### config.mk
export PLATFORM = sky130hd
export DESIGN_NAME = ham_secded_decoder
export DESIGN_NICKNAME = d
export VERILOG_FILES = /design/src/rtl/ham_pkg.sv /design/src/rtl/ham_secded_core.sv /design/src/rtl/ham_secded_decoder.sv
export SDC_FILE = /design/constraint.sdc
export NUM_CORES = 1
export LEC_CHECK = 0
export ABC_CLOCK_PERIOD_IN_PS = 7100
export CAP_MARGIN = 40
export CORE_MARGIN = 10
export CORE_UTILIZATION = 44
export DETAILED_ROUTE_END_ITERATION = 6
export PLACE_DENSITY = 0.86
export SLEW_MARGIN = 20
export SYNTH_ARGS = -nofsm -noshare
export SYNTH_HDL_FRONTEND = slang
export SYNTH_HIERARCHICAL = 1
export SYNTH_SLANG_ARGS = --single-unit
### constraint.sdc
create_clock -name clk -period 7.1 [get_ports clk]
set_input_delay 1.42 -clock clk [delete_from_list [all_inputs] [get_ports clk]]
set_output_delay 1.42 -clock clk [all_outputs]
set_load 0.02 [all_outputs]
### src/rtl/ham_pkg.sv
// Shared types and sizing helpers for the SECDED Hamming decoder.
package ham_pkg;

  localparam int CNT_W = 16;

  typedef enum logic [1:0] {
    CLEAN,
    CORR_DATA,
    CORR_PAR,
    UNCORR
  } err_class_e;

  // Smallest parity width p with 2^p >= data_w + p + 1.
  function automatic int par_w_f(input int data_w);
    int p_w;
    p_w = 1;
    for (int p = 1; p < 8; p++) begin
      if ((1 << p) < data_w + p + 1) p_w = p + 1;
    end
    return p_w;
  endfunction

endpackage

### src/rtl/ham_secded_core.sv
// Combinational SECDED syndrome, classification and single-bit correction.
module ham_secded_core
  import ham_pkg::*;
#(
  parameter  int DATA_W = 8,
  localparam int PAR_W  = par_w_f(DATA_W),
  localparam int CODE_W = DATA_W + PAR_W + 1
) (
  input  logic [CODE_W-1:0] code_i,
  output logic [DATA_W-1:0] data_o,
  output logic [PAR_W-1:0]  syn_o,
  output err_class_e        cls_o
);

  // Hamming position holding payload bit k (k-th non-power-of-two position).
  function automatic int data_pos_f(input int k);
    int cnt;
    int pos;
    cnt = 0;
    pos = 0;
    for (int p = 1; p < 64; p++) begin
      if ((p & (p - 1)) != 0) begin
        if (cnt == k) pos = p;
        cnt++;
      end
    end
    return pos;
  endfunction

  logic [CODE_W-1:0] fixed;
  logic [PAR_W-1:0]  syn;
  logic              pf;
  logic              flip;

  always_comb begin
    syn = '0;
    for (int p = 1; p < CODE_W; p++) begin
      if (code_i[p]) syn = syn ^ PAR_W'(p);
    end
    pf = ^code_i;

    flip  = 1'b0;
    cls_o = CLEAN;
    if (syn == '0) begin
      cls_o = pf ? CORR_PAR : CLEAN;
    end else if (!pf) begin
      cls_o = UNCORR;
    end else if (int'(syn) <= CODE_W - 1) begin
      cls_o = CORR_DATA;
      flip  = 1'b1;
    end else begin
      cls_o = UNCORR;
    end

    fixed = code_i;
    for (int p = 1; p < CODE_W; p++) begin
      fixed[p] = code_i[p] ^ (flip && (syn == PAR_W'(p)));
    end
  end

  for (genvar k = 0; k < DATA_W; k++) begin : g_data
    assign data_o[k] = fixed[data_pos_f(k)];
  end

  assign syn_o = syn;

endmodule

### src/rtl/ham_secded_decoder.sv
// SECDED decoder with a one-deep valid/ready output register.
// Error counters are built only when HAM_DEC_CNT_EN is defined.
module ham_secded_decoder
  import ham_pkg::*;
#(
  parameter  int DATA_W = 8,
  localparam int PAR_W  = par_w_f(DATA_W),
  localparam int CODE_W = DATA_W + PAR_W + 1
) (
  input  logic              clk,
  input  logic              rst,
  input  logic              in_valid,
  output logic              in_ready,
  input  logic [CODE_W-1:0] enc_ham_data,
  output logic              out_valid,
  input  logic              out_ready,
  output logic [DATA_W-1:0] data,
  output logic [PAR_W-1:0]  pos_error,
  output logic              corrected,
  output logic              uncorrectable,
  input  logic              cnt_clr,
  output logic [CNT_W-1:0]  cnt_corr,
  output logic [CNT_W-1:0]  cnt_uncorr
);

  logic [DATA_W-1:0] core_data;
  logic [PAR_W-1:0]  core_syn;
  err_class_e        core_cls;
  logic              accept;

  logic              valid_q;
  logic [DATA_W-1:0] data_q;
  logic [PAR_W-1:0]  pos_q;
  logic              corr_q;
  logic              uncorr_q;

  ham_secded_core #(.DATA_W(DATA_W)) u_core (
    .code_i (enc_ham_data),
    .data_o (core_data),
    .syn_o  (core_syn),
    .cls_o  (core_cls)
  );

  assign in_ready = !valid_q || out_ready;
  assign accept   = in_valid && in_ready;

  // Result fields load only on accept, so they hold while stalled.
  always_ff @(posedge clk) begin
    if (rst) begin
      valid_q  <= 1'b0;
      data_q   <= '0;
      pos_q    <= '0;
      corr_q   <= 1'b0;
      uncorr_q <= 1'b0;
    end else if (accept) begin
      valid_q  <= 1'b1;
      data_q   <= core_data;
      pos_q    <= core_syn;
      corr_q   <= (core_cls == CORR_DATA) || (core_cls == CORR_PAR);
      uncorr_q <= (core_cls == UNCORR);
    end else if (out_ready) begin
      valid_q  <= 1'b0;
    end
  end

  assign out_valid     = valid_q;
  assign data          = data_q;
  assign pos_error     = pos_q;
  assign corrected     = corr_q;
  assign uncorrectable = uncorr_q;

`ifdef HAM_DEC_CNT_EN
  logic [CNT_W-1:0] cnt_corr_q, cnt_corr_d;
  logic [CNT_W-1:0] cnt_uncorr_q, cnt_uncorr_d;
  logic             inc_corr, inc_uncorr;

  assign inc_corr   = accept && ((core_cls == CORR_DATA) || (core_cls == CORR_PAR));
  assign inc_uncorr = accept && (core_cls == UNCORR);

  always_comb begin
    cnt_corr_d   = cnt_corr_q;
    cnt_uncorr_d = cnt_uncorr_q;
    if (cnt_clr) begin
      cnt_corr_d   = '0;
      cnt_uncorr_d = '0;
    end else begin
      if (inc_corr && (cnt_corr_q != '1))     cnt_corr_d   = cnt_corr_q + 1'b1;
      if (inc_uncorr && (cnt_uncorr_q != '1)) cnt_uncorr_d = cnt_uncorr_q + 1'b1;
    end
  end

  always_ff @(posedge clk) begin
    if (rst) begin
      cnt_corr_q   <= '0;
      cnt_uncorr_q <= '0;
    end else begin
      cnt_corr_q   <= cnt_corr_d;
      cnt_uncorr_q <= cnt_uncorr_d;
    end
  end

  assign cnt_corr   = cnt_corr_q;
  assign cnt_uncorr = cnt_uncorr_q;
`else
  logic unused_cnt_clr;
  assign unused_cnt_clr = cnt_clr;
  assign cnt_corr       = '0;
  assign cnt_uncorr     = '0;
`endif

endmodule

==> flow_metrics.py, run 1 <==
metrics = {
    "floorplan": {
        "design.core.area_um2": 3000,
        "die_width_um": 75.7,
        "die_height_um": 75.7,
        "fp.dieArea_um2": 5730,
        "rows": 20,
        "initial_utilization_pct": 45.4,
        "boundaryPins": 66,
    },
    "timing": {
        "finalSetupTns_ns": 0,
        "min_period_ns": 4.29,
        "worst_max_slew_pin_slew_ns": 0.833,
        "final.period_utilization_pct": 60.4,
        "skew_ns": 0.00808,
        "finalSetupViolations": 0,
        "max_freq_ghz": 0.233,
        "hold_violations": 0,
        "setup_repair_after_global_routing_missed_its_margin": "false",
        "timing_max_transition_violations_final": 0,
        "timing.max_slew.rel_slack_pct": 44.3,
    },
    "cells_and_area": {
        "post_route_cells_drive_above_1_share_pct": 5.49,
        "net_count_of_the_finished_layout": 202,
        "syn_to_final_growth_pct": 16.2,
        "area_used_by_multi_input_combinational_logic_um2": 871,
        "final_design_instance_area_without_fill_um2": 1590,
        "layout_filler_cell_count": 287,
        "antennaDiodeCount": 0,
        "seqCellArea_um2": 300,
    },
    "global_routing": {
        "grt.busiest_layer": "met2",
        "wire_length_of_the_first_global_routing_pass_mm": 4.82,
        "grtUsageMet1_pct": 11.7,
        "grt_start_max_net_pins": 31,
        "grt_pass1_vias": 1042,
        "grt_util_all_layers_pct": 10.5,
        "global_route.usage.met3_pct": 4.69,
        "grt_use_met2_pct": 17.7,
        "number_of_antenna_violations_at_the_first_check_in_global_routing": 0,
        "grt_remaining_overflow": 0,
    },
    "power_and_ir_drop": {
        "leakagePower_nw": 0.666,
        "worst_ir_drop_vdd_mv": 0.112,
        "power_density_nw_per_um2": 192,
    },
    "clocking": {
        "cts_max_level": 1,
        "cts-resized-gates": 0,
        "postCtsHoldBufs": 0,
        "tritoncts_num_sinks": 15,
        "clk_pin_slew_worst_paths_ns": 0.08,
        "clock-root-buffer": "clkbuf_4",
        "tritoncts": "built",
        "cts.repair_timing.setup_buffer_count": 0,
        "max-clock-path-buffers": 2,
        "clk_latency_ns": 0.29,
        "cts_made_buffers": 3,
    },
    "yosys": {
        "asyncSetResetFlopFracSynth_pct": 0,
        "synthTopCellsByArea": "dfxtp_1 (22%), buf_4 (18%), a21bo_1 (10%)",
        "yosys.cell_count.top_type": "buf_4",
        "postSynthCellCount": 155,
        "synth.yosys.seq_area_share_pct": 22.0,
        "syn_avg_cell_area_um2": 8.80,
        "synth.yosys.warnings": 6,
        "postSynthRegisterBits": 15,
        "synth_enable_flop_cells": 0,
        "yosys.area.top_type_share_pct": 22.0,
        "post-synth-top-area-cell": "dfxtp_1",
        "synth.distinct_cells": 33,
        "post_synth_instance_area_um2": 1360,
        "synth.top_cells.by_count": "buf_4 (33), xnor2_1 (16), a21oi_1 (15), dfxtp_1 (15), nand3_1 (15)",
        "yosys_most_used_dff": "dfxtp_1",
    },
    "run": {
        "maxCapViolations": 0,
    },
    "worst_setup_path": {
        "regToRegStartpoint": "out_valid$_SDFFE_PP0P_",
        "critical_path.cell_chain": "clkdlybuf4s50_1, nand2b_4, clkdlybuf4s50_1",
        "crit_path_max_fanout": 30,
        "worst_ep_arrival_time_ns": 2.87,
        "r2r_setup_slack_ns": 6.05,
        "rr_worst_depth": 3,
        "critical_path_class": "in -> out",
        "path_common_cell": "clkdlybuf4s50_1",
        "critical-path-max-stage-delay_ns": 0.68,
        "r2r-end": "pos_error[0]$_SDFFE_PP0P_",
        "worst_path_max_delay_cell": "clkdlybuf4s50_1",
        "type_of_destination_of_the_critical_path": "output port",
        "timing.critical_path.from_type": "input port",
        "timing.critical_path.required_ns": 5.68,
    },
    "status": {
        "result_of_the_run": "completed",
    },
    "drt": {
        "detailroute.via_count": 1053,
        "finalWirelength_mm": 3.01,
        "antenna_violating_nets_post_route": 0,
        "detail_route.iter0.violations": 23,
        "avgRoutedWirePerCell_um": 14.0,
        "post_drt_via_cell_ratio": 4.90,
        "drcViolationCount": 0,
        "drt_pass1_iterations": 4,
    },
    "hold_path": {
        "holdPathEnd": "data[6]$_SDFFE_PP0P_",
        "hold_class": "reg -> reg",
        "holdCritStartpoint": "data[6]$_SDFFE_PP0P_",
        "min_delay_path_depth": 2,
    },
    "placed_design": {
        "instance_area_at_placement_um2": 1560,
        "number_of_port_buffers": 32,
        "gpl.final_weighted_congestion": 0.803,
        "hpwl_after_detailed_placement_mm": 2.34,
    },
}
## how the worst max path moves through the flow
stage | cells past startpoint | slack [ns] | startpoint | to
4_1_cts | 3 | 2.81 | out_ready | in_ready
5_1_grt | 3 | 2.73 | out_ready | in_ready
3_5_place_dp | 3 | 2.82 | out_ready | in_ready
6_report | 3 | 2.81 | out_ready | in_ready
3_3_place_gp | 3 | 2.81 | out_ready | in_ready
2_1_floorplan | 8 | 3.77 | enc_ham_data[7] | corrected$_SDFFE_PP0P_
## area by class of cell
type                    count  area share (%)
multi-input cells         127            54.9
repair buffers             33            21.2
flip-flops and latches     15            18.9
well taps                  33            2.60
clock buffers               4            1.66
inverters                   3           0.710
## worst max-delay path: cells and delay by family
kind | cells | cell delay (ns)
buffers and inverters | 2 | 1.14
AND/OR/NAND/NOR | 1 | 0.31
## placed cells by master (no fill, tap or decap)
| cell type | instances |
|---|---|
| a21bo_1 | 14 |
| a21bo_2 | 1 |
| a21oi_1 | 15 |
| a22oi_1 | 1 |
| and3_1 | 1 |
| and3b_1 | 3 |
| buf_8 | 1 |
| clkbuf_1 | 1 |
| clkbuf_4 | 3 |
| clkdlybuf4s50_1 | 32 |
| conb_1 | 32 |
| dfxtp_1 | 15 |
| ha_1 | 1 |
| inv_1 | 3 |
| maj3_2 | 1 |
| nand2_1 | 1 |
| nand2b_4 | 1 |
| nand3_1 | 15 |
| nand4_1 | 1 |
| nor2_1 | 2 |
| nor2b_4 | 1 |
| nor3_1 | 2 |
| nor3b_1 | 3 |
| o2111ai_1 | 2 |
| o211ai_1 | 1 |
| o21ai_0 | 4 |
| o21ai_1 | 1 |
| or2_1 | 1 |
| xnor2_1 | 16 |
| xnor2_2 | 1 |
| xnor3_1 | 2 |
| xor2_1 | 3 |
| xor3_2 | 1 |
## metrics by stage
| stage | total power [mW] | util [%] | setup WS [ns] | instances | hold WS, ns |
|---|---|---|---|---|---|
| floorplan | 0.228 | - | 3.77 | 186 | 0.639 |
| global placement | 0.253 | 51.4 | 2.81 | 210 | 0.559 |
| detailed placement | 0.257 | 51.9 | 2.82 | 211 | 0.559 |
| CTS | 0.307 | 52.8 | 2.81 | 215 | 0.579 |
| global route | 0.328 | 52.8 | 2.73 | 215 | 0.590 |
| finish | 0.305 | 52.8 | 2.81 | 215 | 0.574 |
## cell families (layout without fill, tap and decap cells)
logic type                 count (synthesis)  in the layout  synth area share [%]
adders and majority gates                  2              2                  1.74
xor gates and xnor gates                  23             23                  18.5
AOI/OAI and AO/OA                         39             39                  20.7
DFF                                       15             15                  22.0
buffers and inverters                     44             40                  22.7
and+or+nand+nor                           31             31                  14.0
other                                      1             32                 0.275
## where the power goes
part,internal (mW),switching (mW),total (mW)
clock network,0.0218,0.0266,0.0485
registers,0.0934,0.00426,0.0977
logic,0.0711,0.0876,0.159
## metal layers
| layer | wire length, µm | vias to the layer above |
|---|---|---|
| met2 | 1460 | 43 |
| met4 | 17 | 0 |
| met3 | 321 | 5 |
| met1 | 1210 | 481 |
| li1 | - | 524 |
| met5 | 0 | - |
## flip-flops by register name, indices dropped and copies added, names as in the netlist
name           count
corrected          1
pos_error          4
data               8
out_valid          1
uncorrectable      1
No activity file was read; power rests on OpenSTA's default activity.
==> run 2: changes to the inputs <==
Settings changed: ABC_CLOCK_PERIOD_IN_PS 7100 to 4400, CORE_UTILIZATION 44 to 41, PLACE_DENSITY 0.86 to 0.81.
Clock period 7.1 ns to 4.4 ns, I/O delays scaled along.
==> run 2 against run 1 <==
Count of clock-buffer cells in the layout decreased by 1. Design area increased by 1.4%. Hold slack better by 0.00057 ns. Total power rose by 62%. Clock power increased by 62%. Register-to-register slack got worse by 2.7 ns. Clock skew shrank 0.0021 ns. Worst setup slack lost 1.6 ns. Critical path depth unchanged. Largest cell class unchanged.
==> flow_metrics.py, run 2 (same netlist as run 1, synthesis figures left out) <==
metrics = {
    "hold_path": {
        "hold_class": "reg -> reg",
        "holdCritStartpoint": "data[0]$_SDFFE_PP0P_",
        "min_delay_path_depth": 2,
        "holdPathEnd": "data[0]$_SDFFE_PP0P_",
    },
    "power_and_ir_drop": {
        "leakagePower_nw": 0.673,
        "share_seq_of_total_power_pct": 31.9,
        "part_of_the_power_in_the_clock_network_pct": 15.9,
        "pwr-share-comb_pct": 52.2,
        "internal_power_uw": 302,
        "worst_ir_drop_vdd_mv": 0.223,
        "power.share.switching_pct": 39.0,
        "power_density_nw_per_um2": 308,
        "net-switching-power_uw": 193,
    },
    "worst_setup_path": {
        "rr_worst_depth": 3,
        "critical_path_class": "in -> out",
        "critical_path.cell_chain": "clkdlybuf4s50_1, nand2b_4, clkdlybuf4s50_1",
        "worst_ep_arrival_time_ns": 2.33,
        "critical-path-max-stage-delay_ns": 0.68,
        "critical_path.n_buffers_inverters": 2,
        "worst_path_max_delay_cell": "clkdlybuf4s50_1",
        "regToRegStartpoint": "out_valid$_SDFFE_PP0P_",
        "type_of_destination_of_the_critical_path": "output port",
        "critical_path.top_delay_family": "buffers and inverters",
        "timing.critical_path.from_type": "input port",
        "r2r_setup_slack_ns": 3.34,
        "timing.critical_path.required_ns": 3.52,
        "r2r-end": "data[7]$_SDFFE_PP0P_",
        "path_common_cell": "clkdlybuf4s50_1",
        "crit_path_max_fanout": 30,
    },
    "placed_design": {
        "hpwl_after_detailed_placement_mm": 2.35,
        "number_of_port_buffers": 32,
        "gpl.final_weighted_congestion": 0.831,
    },
    "clocking": {
        "max-clock-path-buffers": 2,
        "clk_latency_ns": 0.28,
        "cts-resized-gates": 0,
        "tritoncts": "built",
        "clock-root-buffer": "clkbuf_4",
        "cts_max_level": 1,
        "clk_pin_slew_worst_paths_ns": 0.09,
        "tritoncts_num_sinks": 15,
        "cts_made_buffers": 3,
        "postCtsHoldBufs": 0,
        "cts.repair_timing.setup_buffer_count": 0,
    },
    "timing": {
        "worst_max_slew_pin_slew_ns": 0.648,
        "hold_violations": 0,
        "timing.max_slew.rel_slack_pct": 56.5,
        "skew_ns": 0.00594,
        "final.period_utilization_pct": 72.9,
        "timing_max_transition_violations_final": 0,
        "finalSetupViolations": 0,
        "max_freq_ghz": 0.312,
        "min_period_ns": 3.21,
        "setup_repair_after_global_routing_missed_its_margin": "false",
        "finalSetupTns_ns": 0,
    },
    "drt": {
        "finalWirelength_mm": 3.00,
        "post_drt_via_cell_ratio": 4.74,
        "drt_pass1_iterations": 4,
        "detailroute.via_count": 1076,
        "avgRoutedWirePerCell_um": 13.2,
        "antenna_violating_nets_post_route": 0,
        "drcViolationCount": 0,
        "detail_route.iter0.violations": 98,
    },
    "global_routing": {
        "number_of_antenna_violations_at_the_first_check_in_global_routing": 0,
        "grt_pass1_vias": 1082,
        "grt_start_max_net_pins": 31,
        "grt_remaining_overflow": 0,
        "grt_util_all_layers_pct": 9.71,
        "wire_length_of_the_first_global_routing_pass_mm": 5.06,
    },
    "cells_and_area": {
        "layout_common_cells": "conb_1 (32), clkdlybuf4s50_1 (32), xnor2_1 (16)",
        "syn_to_final_growth_pct": 17.9,
        "layout.core_utilization_pct": 51.4,
        "net_count_of_the_finished_layout": 203,
        "largest_register_ffs": 8,
        "antennaDiodeCount": 0,
        "post_route_cells_drive_above_1_share_pct": 6.56,
    },
    "floorplan": {
        "design.core.area_um2": 3130,
        "boundaryPins": 66,
        "die_height_um": 77.7,
        "initial_utilization_pct": 43.6,
        "rows": 20,
        "die_width_um": 77.7,
        "fp.dieArea_um2": 6030,
    },
    "run": {
        "maxCapViolations": 0,
    },
    "status": {
        "result_of_the_run": "completed",
    },
}
-- run 2: cell types whose count changed in the layout (fill, tap and decap cells not counted), sizes merged --
cell    delta
clkinv     +1
buf        +1
clkbuf     -1
-- run 2: through the flow --
step	hold WS (ns)	cells	setup WS (ns)	total power, mW	area, µm²
5_1_grt	0.608	227	1.10	0.533	1610
6_report	0.575	227	1.19	0.494	1610
4_1_cts	0.580	227	1.19	0.499	1610
2_1_floorplan	0.639	186	1.61	0.367	1480
3_5_place_dp	0.565	223	0.926	0.417	1580
3_3_place_gp	0.557	222	0.936	0.413	1570
-- run 2: tightest hold or removal path: cells and delay by family, from the launching register on --
family | cells | cell delay (ns)
flip-flops | 1 | 0.32
AO/OA/AOI/OAI | 2 | 0.22
-- run 2: power groups by stage --
stage / logic (mW) / clock network (mW) / registers [mW]
5_1_grt: 0.283 / 0.0904 / 0.160
2_1_floorplan: 0.188 / 0 / 0.179
6_report: 0.258 / 0.0785 / 0.158
3_5_place_dp: 0.256 / 0 / 0.161
4_1_cts: 0.257 / 0.0836 / 0.158
3_3_place_gp: 0.252 / 0 / 0.161
-- run 2: area by class of cell --
type | instances | area (µm²)
inverter | 3 | 11.3
tap | 44 | 55.1
fill | 320 | 1520
clock buffer | 3 | 22.5
clock inverter | 1 | 5.00
multi-input combinational | 127 | 871
timing repair buffer | 34 | 343
sequential | 15 | 300
-- run 2: worst max-delay path by stage --
| stage | start | endpoint | cells after the start |
|---|---|---|---|
| 2_1_floorplan | enc_ham_data[7] | corrected$_SDFFE_PP0P_ | 8 |
| 3_3_place_gp | enc_ham_data[7] | corrected$_SDFFE_PP0P_ | 9 |
| 3_5_place_dp | enc_ham_data[7] | corrected$_SDFFE_PP0P_ | 9 |
| 4_1_cts | out_ready | in_ready | 3 |
| 5_1_grt | enc_ham_data[7] | corrected$_SDFFE_PP0P_ | 9 |
| 6_report | out_ready | in_ready | 3 |
-- run 2: metal layers --
layer  vias up  GRT usage (%)  wire [µm]
met5         -              0          0
met4         0           1.09          4
met3         2           5.53        316
met2        38           16.0       1480
met1       512           11.0       1200
li1        524              -          -
==> run 3: changes to the inputs <==
Settings changed: ABC_CLOCK_PERIOD_IN_PS 4400 to 3300.
Clock period 4.4 ns to 3.3 ns, I/O delays scaled along.
==> run 3 against run 2 <==
Clock power grew 31%. Combinational power increased by 42%. Worst setup slack got worse by 0.66 ns. Clock skew shrank 0.0025 ns. Critical path type unchanged. Critical endpoint unchanged. Largest power group unchanged. Sequential cell count unchanged. Largest cell class unchanged. Non-clock buffer count grew 7. Sequential share of layout area decreased by 0.58 points.
==> flow_metrics.py, run 3 (same netlist as run 1, synthesis figures left out) <==
metrics = {
    "status": {
        "result_of_the_run": "completed",
    },
    "timing": {
        "max_freq_ghz": 0.361,
        "setup_repair_after_global_routing_missed_its_margin": "false",
        "finalSetupTns_ns": 0,
        "final.period_utilization_pct": 83.8,
        "skew_ns": 0.00341,
        "min_period_ns": 2.77,
        "timing.max_slew.rel_slack_pct": 64.0,
        "finalSetupViolations": 0,
        "timing_max_transition_violations_final": 0,
        "worst_max_slew_pin_slew_ns": 0.539,
        "hold_violations": 0,
    },
    "cells_and_area": {
        "layout_common_cells": "conb_1 (32), clkdlybuf4s50_1 (32), xnor2_1 (16)",
        "post_route_cells_drive_above_1_share_pct": 9.47,
        "antennaDiodeCount": 0,
        "largest_register_ffs": 8,
        "layout_filler_cell_count": 313,
        "syn_to_final_growth_pct": 21.7,
        "final_design_instance_area_without_fill_um2": 1660,
        "net_count_of_the_finished_layout": 210,
        "layout.core_utilization_pct": 53.0,
    },
    "global_routing": {
        "grt_pass1_vias": 1061,
        "grt_util_all_layers_pct": 9.59,
        "grt_remaining_overflow": 0,
        "wire_length_of_the_first_global_routing_pass_mm": 4.94,
        "number_of_antenna_violations_at_the_first_check_in_global_routing": 0,
        "grt_start_max_net_pins": 31,
    },
    "drt": {
        "avgRoutedWirePerCell_um": 12.7,
        "post_drt_via_cell_ratio": 4.53,
        "drt_pass1_iterations": 4,
        "detailroute.via_count": 1061,
        "detail_route.iter0.violations": 23,
        "drcViolationCount": 0,
        "finalWirelength_mm": 2.97,
        "antenna_violating_nets_post_route": 0,
    },
    "placed_design": {
        "gpl.final_weighted_congestion": 0.866,
        "hpwl_after_detailed_placement_mm": 2.43,
        "number_of_port_buffers": 32,
        "instance_area_at_placement_um2": 1630,
    },
    "clocking": {
        "cts_max_level": 1,
        "max-clock-path-buffers": 2,
        "postCtsHoldBufs": 0,
        "tritoncts_num_sinks": 15,
        "cts_made_buffers": 3,
        "clk_pin_slew_worst_paths_ns": 0.08,
        "cts-resized-gates": 0,
        "cts.repair_timing.setup_buffer_count": 0,
        "tritoncts": "built",
        "clock-root-buffer": "clkbuf_4",
        "clk_latency_ns": 0.28,
    },
    "power_and_ir_drop": {
        "worst_ir_drop_vdd_mv": 0.232,
        "power_density_nw_per_um2": 410,
        "leakagePower_nw": 0.704,
    },
    "worst_setup_path": {
        "worst_ep_arrival_time_ns": 2.11,
        "crit_path_max_fanout": 30,
        "critical_path_class": "in -> out",
        "type_of_destination_of_the_critical_path": "output port",
        "timing.critical_path.from_type": "input port",
        "timing.critical_path.required_ns": 2.64,
    },
    "hold_path": {
        "hold_class": "reg -> reg",
    },
    "run": {
        "maxCapViolations": 0,
    },
    "floorplan": {
        "die_width_um": 77.7,
        "fp.dieArea_um2": 6030,
        "boundaryPins": 66,
        "rows": 20,
        "design.core.area_um2": 3130,
        "initial_utilization_pct": 43.6,
        "die_height_um": 77.7,
    },
}
-- run 3: cell count changes in the layout (fill, tap and decap cells not counted) --
cell	change
clkinv_2	-1
clkbuf_1	+1
buf_4	+7
-- run 3: final timing paths --
check	startpoint	to	slack, ns	cells after the start
max reg2reg	out_valid$_SDFFE_PP0P_	data[6]$_SDFFE_PP0P_	2.24	3
min	pos_error[3]$_SDFFE_PP0P_	pos_error[3]$_SDFFE_PP0P_	0.57	2
min reg2reg	pos_error[3]$_SDFFE_PP0P_	pos_error[3]$_SDFFE_PP0P_	0.57	2
max	out_ready	in_ready	0.53	3
-- run 3: layer usage --
metal	vias up	part of all wire, %	GRT usage (%)	routed length (µm)
met4	0	0.27	1.09	8
met1	481	39	9.99	1150
li1	539	-	-	-
met3	2	11	6.22	340
met5	-	0	0	0
met2	39	50	16.3	1480
-- run 3: layout make-up --
cell class              count  area, µm²  share of cell area, %
clock buffers               4       26.3                   1.58
flip-flops and latches     15        300                   18.1
repair buffers             41        395                   23.8
well taps                  44       55.1                   3.32
inverters                   3       11.3                  0.679
multi-input cells         127        871                   52.5
-- run 3: report_power, final --
part / internal [mW] / switching [mW]
sequential: 0.201 / 0.00980
combinational: 0.177 / 0.189
clock: 0.0469 / 0.0566
-- run 3: critical path: stages --
cell	delay [ns]
clkdlybuf4s50_1	0.45
nand2b_4	0.31
clkdlybuf4s50_1	0.68
-- run 3: stage by stage --
step	worst slack [ns]	power [mW]	cells	hold slack (ns)
after global routing	0.408	0.731	234	0.609
after global placement	0.250	0.575	229	0.559
final	0.533	0.680	234	0.574
after floorplan	0.727	0.490	186	0.639
after CTS	0.533	0.689	234	0.577
after detailed placement	0.255	0.580	230	0.560
